## config.mk

```make
export PLATFORM = sky130hd
export DESIGN_NAME = ring_monitor
export DESIGN_NICKNAME = d
export VERILOG_FILES = /design/src/rtl/ring_monitor.sv
export SDC_FILE = /design/constraint.sdc
export NUM_CORES = 1
export LEC_CHECK = 0
export CAP_MARGIN = 20
export CORE_AREA = 2 2 63 65
export DETAILED_ROUTE_END_ITERATION = 16
export DIE_AREA = 0 0 65 67
export PLACE_DENSITY = 0.67
export SYNTH_ARGS = -nofsm -noshare
export SYNTH_HDL_FRONTEND = slang
export SYNTH_SLANG_ARGS = --single-unit
export TNS_END_PERCENT = 1
```

## constraint.sdc

```tcl
create_clock -name clk -period 2.86 [get_ports clk]
set_input_delay 0.429 -clock clk [delete_from_list [all_inputs] [get_ports clk]]
set_output_delay 0.429 -clock clk [all_outputs]
set_load 0.1 [all_outputs]
```

## src/rtl/ring_monitor.sv

```systemverilog
// Receive-side checker for an 8-bit one-hot ring counter: decodes the active position,
// locks onto a cleanly advancing ring, counts revolutions and flags illegal patterns.
module ring_monitor #(
    parameter int LOCK_CNT = 2,
    parameter int REV_W    = 8
) (
    input  logic             clk,
    input  logic             rst,
    input  logic             q7,
    input  logic             q6,
    input  logic             q5,
    input  logic             q4,
    input  logic             q3,
    input  logic             q2,
    input  logic             q1,
    input  logic             q0,
    input  logic             en,
    input  logic             err_clr,
    output logic [2:0]       idx,
    output logic             onehot_ok,
    output logic             locked,
    output logic             err,
    output logic [REV_W-1:0] rev_cnt
);

    typedef enum logic [1:0] {HUNT, TRACK, LOCKED} state_t;

    localparam logic [3:0] LOCK_TARGET = 4'(LOCK_CNT);

    state_t             state, state_next;
    logic [2:0]         p, p_next;
    logic [3:0]         good, good_next;
    logic [2:0]         idx_next;
    logic               onehot_ok_next, locked_next, err_next, err_set;
    logic [REV_W-1:0]   rev_next;

    logic [7:0] v;
    logic [2:0] pos;
    logic       is_onehot, is_adv, is_hold;
    logic [3:0] good_inc;

    assign v         = {q7, q6, q5, q4, q3, q2, q1, q0};
    assign is_onehot = (v != 8'd0) && ((v & (v - 8'd1)) == 8'd0);
    // The 3-bit add wraps 7 -> 0, matching the ring's fixed rotation direction.
    assign is_adv    = is_onehot && (pos == p + 3'd1);
    assign is_hold   = is_onehot && (pos == p);
    assign good_inc  = good + 4'd1;

    always_comb begin
        pos = 3'd0;
        for (int i = 0; i < 8; i++) begin
            if (v[i]) pos = 3'(i);
        end
    end

    always_ff @(posedge clk or negedge rst) begin
        if (!rst) begin
            state     <= HUNT;
            p         <= 3'd0;
            good      <= 4'd0;
            idx       <= 3'd0;
            onehot_ok <= 1'b0;
            locked    <= 1'b0;
            err       <= 1'b0;
            rev_cnt   <= '0;
        end else begin
            state     <= state_next;
            p         <= p_next;
            good      <= good_next;
            idx       <= idx_next;
            onehot_ok <= onehot_ok_next;
            locked    <= locked_next;
            err       <= err_next;
            rev_cnt   <= rev_next;
        end
    end

    always_comb begin
        state_next     = state;
        p_next         = p;
        good_next      = good;
        idx_next       = idx;
        onehot_ok_next = onehot_ok;
        locked_next    = locked;
        rev_next       = rev_cnt;
        err_set        = 1'b0;

        if (en) begin
            onehot_ok_next = is_onehot;
            if (is_onehot) idx_next = pos;

            case (state)
                HUNT: begin
                    if (is_onehot) begin
                        p_next     = pos;
                        good_next  = 4'd0;
                        state_next = TRACK;
                    end
                end
                TRACK: begin
                    if (is_adv) begin
                        good_next = good_inc;
                        p_next    = pos;
                        if (good_inc == LOCK_TARGET) begin
                            state_next  = LOCKED;
                            locked_next = 1'b1;
                        end
                    end else if (!is_hold) begin
                        state_next = HUNT;
                        good_next  = 4'd0;
                    end
                end
                LOCKED: begin
                    if (is_adv) begin
                        p_next = pos;
                        if (p == 3'd7 && pos == 3'd0) rev_next = rev_cnt + REV_W'(1);
                    end else if (!is_hold) begin
                        // The offending sample is discarded; HUNT re-acquires on the next one.
                        err_set     = 1'b1;
                        locked_next = 1'b0;
                        state_next  = HUNT;
                    end
                end
                default: state_next = HUNT;
            endcase
        end

        err_next = err_set ? 1'b1 : (err_clr ? 1'b0 : err);
    end

endmodule

```

# Word-level counts from Yosys, hierarchy flattened
# Index checks and enable logic that the tools add are counted.
# word_totals
regBits,23
latch_bits,0
ram_bits,0
rom_bits,0
in_bits,12
output_inout_bits,14
n_memories,0
# op_classes
add_sub_neg,4
n_mul,0
n_div,0
n_lt_le_gt_ge,0
eq_ne,14
shifts,0
muxes,31
bitwise_logic,1
reduce_logical,19
# op_table
operator,n
$mux W3,7
$reduce_and A4 Y1,4
$mux W2,6
$mux W4,3
$mux W1,11
$ne A2 B2 Y1 const B,5
$add A8 B1 Y8 const B,1
$and A8 B8 Y8,1
$logic_not A8 Y1,1
$pmux W4 S2,1
$reduce_bool A2 Y1,4
$reduce_bool A8 Y1,1
$sub A8 B1 Y8 const B,1
$eq A3 B3 Y1,2
$ne A3 B3 Y1 const B,2
$pmux W2 S3,1
$pmux W3 S2,1
$reduce_and A6 Y1,1
$add A4 B1 Y4 const B,1
$eq A4 B2 Y1 const B,1
$logic_and A1 B1 Y1,4
$add A3 B1 Y3 const B,1
$eq A3 B3 Y1 const B,1
$logic_not A3 Y1,1
7 further kinds,7

# Longest topological paths before layout
# logic_depth
ltp_word,14
depth_mapped,8
mapped_depth_nobuf,8

# Worst setup path before layout
# Ideal clock, no wire load.
# synth_path
path_type,reg-to-reg
startpoint,register p[0]
endpoint,register rev_cnt[7]
setup_ns,0.161
arrival_time_ns,2.145
required_ns,2.699
setup_slack_ns,0.554
stages_incl_launch_ff,9
path_buffers,0
cell_sequence,dfrtp_1 -> ha_1 -> ha_1 -> nand4b_1 -> or4_4 -> nor3_4 -> nand4_4 -> nor4_4 -> xor2_1
# synth_via
elab_chain_cells,4
# synth_lines
item,line_no,source
"start, declared",31,"logic [2:0] p, p_next;"
"start signal, assigned",68,p <= p_next;
$add A3 B1 Y3,45,assign is_adv = is_onehot && (pos == p + 3'd1);
$eq A3 B3 Y1,45,
$logic_and A1 B1 Y1,45,
$reduce_and A4 Y1 (no source line) (*),n/a,
"end signal, assigned",74,rev_cnt <= rev_next;
"end, declared",23,output logic [REV_W-1:0] rev_cnt
# Every way passes the cells marked *; elsewhere a longest branch is shown, timed or not.
# A chain may end at the register's enable or synchronous reset.

# Worst setup path after layout
# Ends and elaborated chain as after synthesis.

==> impl_metrics.tcl <==
set metrics [dict create \
    status "finished, final reports clean" \
    power.leakage_nw 0.900 \
    port_buffers 25 \
    grt_max_degree 24 \
    final_common_cell "buf_4" \
    p_per_area_nw_per_um2 442 \
    io-pin-count 26 \
    ys_types 50 \
    worstPathMaxFanout 7 \
    htree_levels 1 \
    drtAntennaViolNets 0 \
    dieArea_sq_um 4360 \
    relSlewSlack_pct 65.1 \
    cts_resized 0 \
    synthCells 158 \
    insertion_delay_ps 260 \
    die_y_um 67 \
    tightest_slew_ps 520 \
    vias 1347 \
    dp.final_hpwl_um 2860 \
    worstSetupEndpoint "rev_cnt[7]" \
    async_flop_share_pct 100 \
    start_util_pct 43.9 \
    synth_edf_count 0 \
    hold_viol_final 0 \
    cts_setup_buffers 0 \
    firstDrtPassIters 4 \
    fin_skew_ps 0.869 \
    max_freq_mhz 396 \
    clockBufferDepth 2 \
    cts_root_buffer "clkbuf_8" \
    yosys_warnings 0 \
    setup_viol 0 \
    fin_crit_ps 2530 \
    r2r_end "rev_cnt[7]" \
    final_cell_mix "27 x buf_4, 23 x dfrtp_1, 12 x inv_1, 11 x clkdlybuf4s50_1" \
    ys_ff_latch 23 \
    synthTopCellsByArea "dfrtp_1 36%, ha_1 7.1%, mux2_2 5.0%, xnor2_1 3.9%, nand3_1 2.8%" \
    numCtsBuffers 3 \
    antenna_found_initial 0 \
    worstPathRequired_ps 3050 \
    worst_setup_path_start_kind "flip-flop" \
    drc_errors 0 \
    routed_wl_um 3570 \
    chipWidth_um 65 \
    vdd_drop_max_uv 372 \
    tritoncts "done" \
    syn-num-nets 179 \
    dominantRegCellSynth "dfrtp_1" \
    syn_avg_cell_area_sq_um 10.0 \
    timing.final.crit_share_pct 88.4 \
    grt_pass1_wl_um 6190 \
    cts_sinks 23 \
    gp_congestion 0.771 \
    rsz0062_at_grt "no" \
    coreArea_sq_um 3610 \
    rows 22 \
    drive_above_1_share_pct 24.9 \
    worst_setup_path_end_kind "flip-flop" \
    insertedDiodeCount 0 \
    multi_input_area_sq_um 950 \
    min_from "rev_cnt[7]" \
    drv_cap 0 \
    utilization_pct 55.2 \
    hp-class "flip-flop to flip-flop" \
    flow.area_growth_from_synthesis_pct 25.8 \
    slew_viol_final 0 \
    viasPerCell 5.50 \
    r2r-start "p[0]" \
    overflow 0 \
    final.setup.tns_ps 0 \
    first_iter_violations 60 \
    final-seq-area_sq_um 576 \
    crit_arrival_ps 2720 \
    fin_nets 219 \
    synth_top_area_share_pct 36.4 \
    r2r_slack_ps 330 \
    crit_type "flip-flop to flip-flop" \
    track_usage_pct 18.1 \
    routedWlPerCell_um 14.6 \
    grt_pass1_vias 1403 \
    r2r_cells 8 \
    setup.worst_path.start "p[0]" \
    cts-hold-fix-buffers 0 \
    clk_pin_slew_ps 80 \
    synth_area_sq_um 1580 \
    nFillCells 325 \
    synth_top_area_cell "dfrtp_1" \
    ys_seq_area_share_pct 36.4 \
]
routing by layer:
metal	vias to the layer above	GRT usage, %	share of wire (%)
met5	-	0	0
met4	0	2.13	0.62
met3	4	3.55	3.7
met2	33	33.1	51
met1	649	22.5	44
li1	661	-	-
Yosys cell counts, types with 3 or more instances:
cell      count
o211ai_1      5
nor2b_1       4
o21ai_0       6
dfrtp_1      23
nor2_1        8
xnor2_1       7
nor3_1        5
mux2_2        7
or2_2         4
xor2_1        4
clkbuf_1      3
inv_1        12
nand3_1       9
nand2_1       4
ha_1          9
flip-flops by register name, indices dropped and copies added, names as in the netlist:
signal and flops:
rev_cnt 8, good 4, idx 3, p 3, state 2, err 1, locked 1, onehot_ok 1
cells by family (layout without fill, tap and decap cells):
logic type,Yosys count,in the layout,share of synthesized area [%]
AND/OR/NAND/NOR,57,57,23.9
flip-flops,23,23,36.4
AO/OA/AOI/OAI,33,33,16.1
multiplexers,9,9,6.25
buffers and inverters,15,54,3.56
adder cells (fa/ha/maj),10,10,7.75
XOR/XNOR,11,11,6.09
worst max-delay path, cell delays in order (launching register included):
cell,delay (ps)
dfrtp_1,450
ha_1,230
ha_1,300
nand4b_1,210
or4_4,450
nor3_4,190
nand4_4,190
nor4_4,260
xor2_1,170
per-stage QoR:
step | std cells | instance area, sq um | power, mW | setup WS, ps | hold slack [ps]
3_5_place_dp | 241 | 1940 | 0.686 | 48.7 | 494
2_1_floorplan | 158 | 1580 | 0.595 | 554 | 133
3_3_place_gp | 241 | 1940 | 0.674 | 84.1 | 474
6_report | 245 | 1990 | 0.880 | 333 | 498
4_1_cts | 245 | 1990 | 0.888 | 324 | 506
5_1_grt | 245 | 1990 | 0.930 | 144 | 524
where the power goes:
| group | switching [mW] | internal [mW] |
|---|---|---|
| Combinational | 0.192 | 0.110 |
| Sequential | 0.0260 | 0.351 |
| Clock | 0.103 | 0.0972 |
how the worst min path moves through the flow:
stage / depth (start not counted) / slack [ps] / to
after CTS: 1 / 510 / rev_cnt[5]
after global routing: 1 / 520 / rev_cnt[5]
after global placement: 1 / 470 / rev_cnt[7]
after detailed placement: 1 / 490 / rev_cnt[5]
after floorplan: 0 / 130 / err
final: 1 / 500 / rev_cnt[7]
cell type report:
type,instances,share of cell area [%]
clock buffer,3,2.08
inverter,12,2.26
clock inverter,1,0.252
multi-input combinational,120,47.7
tap,48,3.02
timing repair buffer,38,15.7
sequential,23,28.9
Note: power is estimated with default switching activity, not from simulation.
